### config.mk
export PLATFORM = sky130hd
export DESIGN_NAME = mul_pipeline
export DESIGN_NICKNAME = d
export VERILOG_FILES = /design/src/rtl/params_pkg.sv /design/src/rtl/mul_pipe_slot.sv /design/src/rtl/mul_pipeline.sv
export SDC_FILE = /design/constraint.sdc
export NUM_CORES = 2
export LEC_CHECK = 0
export ABC_AREA = 1
export CORE_MARGIN = 2
export CORE_UTILIZATION = 31
export CTS_BUF_LIST = sky130_fd_sc_hd__clkbuf_4
export CTS_CLUSTER_DIAMETER = 50
export DETAILED_ROUTE_END_ITERATION = 12
export HOLD_SLACK_MARGIN = 0.03
export SYNTH_ARGS = -nofsm -noshare
export SYNTH_HDL_FRONTEND = slang
export SYNTH_HIERARCHICAL = 1
export SYNTH_SLANG_ARGS = --single-unit
### constraint.sdc
create_clock -name clk_i -period 3.3 [get_ports clk_i]
set_clock_uncertainty 0.2 [all_clocks]
set_input_delay 0.66 -clock clk_i [delete_from_list [all_inputs] [get_ports clk_i]]
set_output_delay 0.66 -clock clk_i [all_outputs]
set_load 0.02 [all_outputs]
### src/rtl/params_pkg.sv
// Shared widths and types for the multiply pipeline.
// The stage record is sized from these package widths.
package params_pkg;

  localparam int XLEN           = 32;
  localparam int REGISTER_WIDTH = 5;
  localparam int ROB_IDX_WIDTH  = 6;
  localparam int PRODUCT_WIDTH  = 2 * (XLEN + 1);
  localparam int MUL_LATENCY    = 5;

  typedef enum logic [1:0] {
    MUL    = 2'd0,
    MULH   = 2'd1,
    MULHSU = 2'd2,
    MULHU  = 2'd3
  } mul_op_t;

  typedef struct packed {
    logic                      valid;
    mul_op_t                   op;
    logic [REGISTER_WIDTH-1:0] wr_reg;
    logic [ROB_IDX_WIDTH-1:0]  rob_idx;
    logic [PRODUCT_WIDTH-1:0]  product;
  } mul_stage_t;

endpackage

### src/rtl/mul_pipe_slot.sv
// One multiply pipeline stage register. A load takes the new record; a clear
// drops only the valid bit, so the stale wr_reg stays visible to the hazard unit.
module mul_pipe_slot
  import params_pkg::*;
(
  input  logic       clk_i,
  input  logic       rst_ni,
  input  logic       load_i,
  input  logic       clear_i,
  input  mul_stage_t d_i,
  output mul_stage_t q_o
);

  always_ff @(posedge clk_i or negedge rst_ni) begin
    if (!rst_ni) begin
      q_o <= '0;
    end else if (load_i) begin
      q_o <= d_i;
    end else if (clear_i) begin
      q_o.valid <= 1'b0;
    end
  end

endmodule

### src/rtl/mul_pipeline.sv
// Five-stage in-order multiply pipeline with local stall and bubble compression.
// Optional MUL_PIPE_PERF_EN adds accept and full-stall counters.
module mul_pipeline
  import params_pkg::*;
#(
  parameter int DATA_WIDTH     = 32,
  parameter int REGISTER_WIDTH = params_pkg::REGISTER_WIDTH,
  parameter int ROB_IDX_WIDTH  = params_pkg::ROB_IDX_WIDTH
) (
  input  logic                      clk_i,
  input  logic                      rst_ni,
  input  logic                      issue_valid_i,
  input  logic                      ex_bubble_i,
  input  logic                      flush_i,
  input  mul_op_t                   issue_op_i,
  input  logic [DATA_WIDTH-1:0]     issue_rs1_data_i,
  input  logic [DATA_WIDTH-1:0]     issue_rs2_data_i,
  input  logic [REGISTER_WIDTH-1:0] issue_wr_reg_i,
  input  logic [ROB_IDX_WIDTH-1:0]  issue_rob_idx_i,
  output logic                      issue_ready_o,
  input  logic                      ex_allowed_wb_i,
  output logic                      ex1_valid_o,
  output logic                      ex2_valid_o,
  output logic                      ex3_valid_o,
  output logic                      ex4_valid_o,
  output logic                      ex5_valid_o,
  output logic [REGISTER_WIDTH-1:0] ex1_wr_reg_o,
  output logic [REGISTER_WIDTH-1:0] ex2_wr_reg_o,
  output logic [REGISTER_WIDTH-1:0] ex3_wr_reg_o,
  output logic [REGISTER_WIDTH-1:0] ex4_wr_reg_o,
  output logic                      wb_valid_o,
  output logic [REGISTER_WIDTH-1:0] wb_wr_reg_o,
  output logic [ROB_IDX_WIDTH-1:0]  wb_rob_idx_o,
  output logic [DATA_WIDTH-1:0]     wb_result_o
`ifdef MUL_PIPE_PERF_EN
 ,output logic [31:0]               perf_issued_o,
  output logic [31:0]               perf_full_stall_o
`endif
);

  localparam int LAST = MUL_LATENCY - 1;

  mul_stage_t             stage_q [MUL_LATENCY];
  mul_stage_t             stage_d [MUL_LATENCY];
  logic [MUL_LATENCY-1:0] valid;
  logic [MUL_LATENCY-1:0] adv;
  logic [MUL_LATENCY-1:0] free;
  logic [MUL_LATENCY-1:0] load;
  logic [MUL_LATENCY-1:0] clear;
  logic                   accept;

  logic signed [DATA_WIDTH:0]     op_a;
  logic signed [DATA_WIDTH:0]     op_b;
  logic signed [2*DATA_WIDTH+1:0] product;
  logic [DATA_WIDTH-1:0]          result_half;

  // Advance chain: a stage moves when the one ahead is empty or itself moving.
  always_comb begin
    adv  = '0;
    free = '0;
    adv[LAST]  = valid[LAST] & ex_allowed_wb_i;
    free[LAST] = ~valid[LAST] | adv[LAST];
    for (int k = LAST - 1; k >= 0; k--) begin
      adv[k]  = valid[k] & free[k+1];
      free[k] = ~valid[k] | adv[k];
    end
  end

  assign issue_ready_o = free[0];
  assign accept        = issue_valid_i & ~ex_bubble_i & ~flush_i & free[0];

  always_comb begin
    op_a = {1'b0, issue_rs1_data_i};
    op_b = {1'b0, issue_rs2_data_i};
    if (issue_op_i == MULH || issue_op_i == MULHSU) begin
      op_a = {issue_rs1_data_i[DATA_WIDTH-1], issue_rs1_data_i};
    end
    if (issue_op_i == MULH) begin
      op_b = {issue_rs2_data_i[DATA_WIDTH-1], issue_rs2_data_i};
    end
    product = op_a * op_b;
  end

  always_comb begin
    result_half = stage_q[LAST-1].product[2*DATA_WIDTH-1:DATA_WIDTH];
    if (stage_q[LAST-1].op == MUL) begin
      result_half = stage_q[LAST-1].product[DATA_WIDTH-1:0];
    end
  end

  // EX5 keeps only the selected half, zero-extended into the product field.
  always_comb begin
    stage_d[0].valid   = 1'b1;
    stage_d[0].op      = issue_op_i;
    stage_d[0].wr_reg  = issue_wr_reg_i;
    stage_d[0].rob_idx = issue_rob_idx_i;
    stage_d[0].product = product;
    for (int k = 1; k < MUL_LATENCY; k++) begin
      stage_d[k] = stage_q[k-1];
    end
    stage_d[LAST].product = {{(PRODUCT_WIDTH-DATA_WIDTH){1'b0}}, result_half};
  end

  always_comb begin
    load     = '0;
    clear    = '0;
    load[0]  = accept;
    clear[0] = adv[0];
    for (int k = 1; k < MUL_LATENCY; k++) begin
      load[k]  = adv[k-1];
      clear[k] = adv[k];
    end
  end

  for (genvar g = 0; g < MUL_LATENCY; g++) begin : g_slot
    mul_pipe_slot u_slot (
      .clk_i   (clk_i),
      .rst_ni  (rst_ni),
      .load_i  (load[g]),
      .clear_i (clear[g]),
      .d_i     (stage_d[g]),
      .q_o     (stage_q[g])
    );
    assign valid[g] = stage_q[g].valid;
  end

  assign ex1_valid_o  = valid[0];
  assign ex2_valid_o  = valid[1];
  assign ex3_valid_o  = valid[2];
  assign ex4_valid_o  = valid[3];
  assign ex5_valid_o  = valid[LAST];
  assign ex1_wr_reg_o = stage_q[0].wr_reg;
  assign ex2_wr_reg_o = stage_q[1].wr_reg;
  assign ex3_wr_reg_o = stage_q[2].wr_reg;
  assign ex4_wr_reg_o = stage_q[3].wr_reg;
  assign wb_valid_o   = valid[LAST];
  assign wb_wr_reg_o  = stage_q[LAST].wr_reg;
  assign wb_rob_idx_o = stage_q[LAST].rob_idx;
  assign wb_result_o  = stage_q[LAST].product[DATA_WIDTH-1:0];

  logic unused_ex5;
  assign unused_ex5 = ^{stage_q[LAST].op, stage_q[LAST].product[PRODUCT_WIDTH-1:DATA_WIDTH]};

`ifdef MUL_PIPE_PERF_EN
  always_ff @(posedge clk_i or negedge rst_ni) begin
    if (!rst_ni) begin
      perf_issued_o     <= '0;
      perf_full_stall_o <= '0;
    end else begin
      if (accept) begin
        perf_issued_o <= perf_issued_o + 32'd1;
      end
      if (issue_valid_i && !free[0]) begin
        perf_full_stall_o <= perf_full_stall_o + 32'd1;
      end
    end
  end
`endif

endmodule

==> report_table.html <==
<table>
<tr><th>Metric</th><th>Value</th></tr>
<tr><th colspan="2">Status</th></tr>
<tr><td>Status</td><td>complete, but fails checks</td></tr>
<tr><td>Failing checks</td><td>setup timing</td></tr>
<tr><th colspan="2">Synth</th></tr>
<tr><td>Mapped Avg Cell Area</td><td>a little over 8 sq um</td></tr>
<tr><td>Synthesized net count</td><td>slightly above 8000</td></tr>
<tr><td>Cell area after technology mapping</td><td>54900 sq um</td></tr>
<tr><td>Gate count of the mapped netlist</td><td>6707</td></tr>
<tr><td>Count of warnings emitted by yosys</td><td>6</td></tr>
<tr><th colspan="2">Worst setup path</th></tr>
<tr><td>Critical Path Max Stage Delay</td><td>slightly below 700 ps</td></tr>
<tr><td>Worst reg2reg path endpoint</td><td>g_slot[0].u_slot/q_o[12]</td></tr>
<tr><td>Critical setup path kind</td><td>in -&gt; reg</td></tr>
<tr><td>Number of cells on the worst reg-to-reg path</td><td>7</td></tr>
<tr><td>Data arrival time of the critical path</td><td>7540 ps</td></tr>
<tr><td>Launch point of the critical path</td><td>issue_op_i[1]</td></tr>
<tr><td>Crit path capture type</td><td>flip-flop</td></tr>
<tr><td>Startpoint of the most critical register-to-register path</td><td>g_slot[4].u_slot/q_o[79]</td></tr>
<tr><td>Setup slack of the worst register-to-register path</td><td>1160 ps</td></tr>
<tr><td>Maximum fanout along the worst path</td><td>6</td></tr>
<tr><td>Type of origin of the critical path</td><td>input pin</td></tr>
<tr><td>Worst endpoint required time</td><td>roughly 3700 ps</td></tr>
<tr><td>Slowest stage cell on the critical path</td><td>sky130_fd_sc_hd__fa_2</td></tr>
<tr><th colspan="2">Placed design</th></tr>
<tr><td>Dpl hpwl</td><td>131 mm</td></tr>
<tr><td>Number of buffers added on ports</td><td>152</td></tr>
<tr><td>Cell area reported after detailed placement</td><td>64800 sq um</td></tr>
<tr><td>Total placed cells including tap cells</td><td>approximately 9400</td></tr>
<tr><td>Routability cong.</td><td>approximately 0.92</td></tr>
<tr><th colspan="2">STA</th></tr>
<tr><td>Final number of hold-violating endpoints</td><td>0</td></tr>
<tr><td>Share of the clock period used by the worst path after layout</td><td>216%</td></tr>
<tr><td>Final count of pins violating max slew</td><td>0</td></tr>
<tr><td>Number of endpoints failing setup at the final stage</td><td>59</td></tr>
<tr><td>Unrepaired setup endpoints after global routing</td><td>true</td></tr>
<tr><td>Transition time at the pin with the least slew margin</td><td>643 ps</td></tr>
<tr><td>Post-route setup slack</td><td>-3820 ps</td></tr>
<tr><td>Relative max-transition margin</td><td>57.1%</td></tr>
<tr><td>Worst Hold Slack</td><td>between 200 and 300 ps</td></tr>
<tr><td>Achievable clock frequency</td><td>around 140 MHz</td></tr>
<tr><td>Post-layout min period</td><td>just over 7000 ps</td></tr>
<tr><th colspan="2">GRT</th></tr>
<tr><td>Total routing usage reported by global routing</td><td>approximately 20%</td></tr>
<tr><td>First-pass GRT wire length</td><td>about 280 mm</td></tr>
<tr><td>Number of antenna violations at the first check in global routing</td><td>3</td></tr>
<tr><td>Via count of the first global-routing pass</td><td>around 49000</td></tr>
<tr><td>GRT Residual Overflow</td><td>0</td></tr>
<tr><td>Pin count of the biggest net entering global routing</td><td>90</td></tr>
<tr><th colspan="2">Layout</th></tr>
<tr><td>Layout area overhead</td><td>31.5%</td></tr>
<tr><td>Share of post-route cells with drive strength above 1</td><td>about 25%</td></tr>
<tr><td>Combined area of the multi-input logic cells</td><td>approximately 40000 sq um</td></tr>
<tr><td>Register containing the most flip-flops in the final layout</td><td>g_slot.u_slot/q_o</td></tr>
<tr><td>Biggest registers after layout</td><td>g_slot.u_slot/q_o x356</td></tr>
<tr><td>Non-filler cells, final</td><td>9827</td></tr>
<tr><td>Nets</td><td>8858</td></tr>
<tr><td>Post-route design area</td><td>72200 sq um</td></tr>
<tr><td>Sequential cell area</td><td>slightly below 9000 sq um</td></tr>
<tr><td>Flip-flop count of the largest register, all copies and words added</td><td>356</td></tr>
<tr><td>Number of fill cells</td><td>17362</td></tr>
<tr><th colspan="2">Die</th></tr>
<tr><td>DIE HEIGHT</td><td>about 420 microns</td></tr>
<tr><td>Area of the die</td><td>~180000 sq um</td></tr>
<tr><td>Die width</td><td>between 400 and 500 microns</td></tr>
<tr><td>Floorplan row count</td><td>around 150</td></tr>
<tr><td>Core footprint</td><td>about 180000 sq um</td></tr>
<tr><td>IO Count</td><td>roughly 150</td></tr>
<tr><td>Starting Density</td><td>a little under a third</td></tr>
<tr><th colspan="2">Drt</th></tr>
<tr><td># DRC</td><td>0</td></tr>
<tr><td>Drt initial violations</td><td>2757</td></tr>
<tr><td>Number of iterations in the first detailed-routing pass</td><td>6</td></tr>
<tr><td>Routed length per placed instance</td><td>around 17 microns</td></tr>
<tr><td>Drt total wl</td><td>about 170 mm</td></tr>
<tr><td>Via count normalized by instance count</td><td>4.47</td></tr>
<tr><td>Count of nets left with antenna violations after detail routing</td><td>0</td></tr>
<tr><td>Vias after detailed routing</td><td>around 44000</td></tr>
<tr><th colspan="2">Clock tree</th></tr>
<tr><td>TritonCTS clock tree</td><td>yes</td></tr>
<tr><td>Clock latency of the later-clocked register in the worst-skew pair</td><td>~740 ps</td></tr>
<tr><td>Clock-pin slew on the worst setup and hold paths</td><td>around 60 ps</td></tr>
<tr><td># clock sinks</td><td>between 300 and 400</td></tr>
<tr><td>Number of H-tree levels</td><td>3</td></tr>
<tr><td>Clk buf depth</td><td>3</td></tr>
<tr><td>CTS Root Buffer Type</td><td>sky130_fd_sc_hd__clkbuf_4</td></tr>
<tr><td>TritonCTS Buffers</td><td>93</td></tr>
<tr><th colspan="2">Flow run</th></tr>
<tr><td>Number of maximum-capacitance constraint violations</td><td>0</td></tr>
<tr><th colspan="2">Hold path</th></tr>
<tr><td>Source of the worst hold timing path</td><td>g_slot[3].u_slot/q_o[67]</td></tr>
<tr><td>Hold Crit Endpoint</td><td>g_slot[4].u_slot/q_o[67]</td></tr>
<tr><td>Class of the worst hold path</td><td>reg -&gt; reg</td></tr>
<tr><td>Cell depth of the worst min-delay path</td><td>2</td></tr>
</table>
[area by class of cell]
class / instances / area share [%]
inverter: 2042 / 10.7
timing repair inverter: 1 / 0.00867
clock inverter: 17 / 0.170
tap: 2340 / 4.06
multi-input combinational: 3989 / 56.6
sequential: 356 / 12.3
timing repair buffer: 941 / 14.7
clock buffer: 138 / 1.44
antenna: 3 / 0.0104
[timing repair]
| item | CTS | global route |
|---|---|---|
| gates cloned | 33 | 0 |
| hold buffers | 3 | 0 |
| buffers inserted | 190 | 34 |
| resized for setup | 979 | 285 |
| endpoints found under the hold margin | 72 | 0 |
| pin swaps | 449 | 217 |
| setup endpoints to repair | 61 | 61 |
[per-stage QoR]
stage | utilization (%) | worst slack [ps] | TNS [ps]
3_3_place_gp | 36.8 | -5330 | -266810
4_1_cts | 40.3 | -3790 | -185070
5_1_grt | 41.0 | -3970 | -194540
6_report | 41.0 | -3820 | -187350
3_5_place_dp | 36.8 | -5400 | -268280
2_1_floorplan | - | -4210 | -191290
[critical path, delay by kind of cell]
family	cells	cell delay (ps)
AO/OA/AOI/OAI	1	70
AND/OR/NAND/NOR	8	790
adder cells (fa/ha/maj)	10	4920
buffers and inverters	12	1090
[cell usage in the layout (no fill, tap or decap), types with 138 or more instances in the layout]
cell and count:
sky130_fd_sc_hd__inv_2 138, sky130_fd_sc_hd__clkbuf_4 140, sky130_fd_sc_hd__inv_1 1884, sky130_fd_sc_hd__o21ai_0 312
sky130_fd_sc_hd__nand2_1 1562, sky130_fd_sc_hd__buf_4 492, sky130_fd_sc_hd__dfrtp_1 355, sky130_fd_sc_hd__buf_12 155
sky130_fd_sc_hd__nand2_2 168, sky130_fd_sc_hd__fa_1 1061
[worst max-delay path by stage]
stage | end | slack [ps] | cells past startpoint
floorplan | g_slot[0].u_slot/q_o[63] | -4210 | 32
global placement | g_slot[0].u_slot/q_o[59] | -5330 | 31
detailed placement | g_slot[0].u_slot/q_o[59] | -5400 | 32
CTS | g_slot[0].u_slot/q_o[61] | -3790 | 33
global route | g_slot[0].u_slot/q_o[59] | -3970 | 31
finish | g_slot[0].u_slot/q_o[58] | -3820 | 31
[per-layer routing]
layer  part of all wire, %  vias up  global-route usage (%)
li1                      -    20194                       -
met1                    42    22156                    26.1
met2                    47     1232                    32.7
met3                   6.4      304                    3.12
met4                   3.6        2                    5.96
met5                0.0064        -                       0
Power is not shown: default switching activity piles up to over one toggle a cycle in this logic, so the estimate is an artifact.
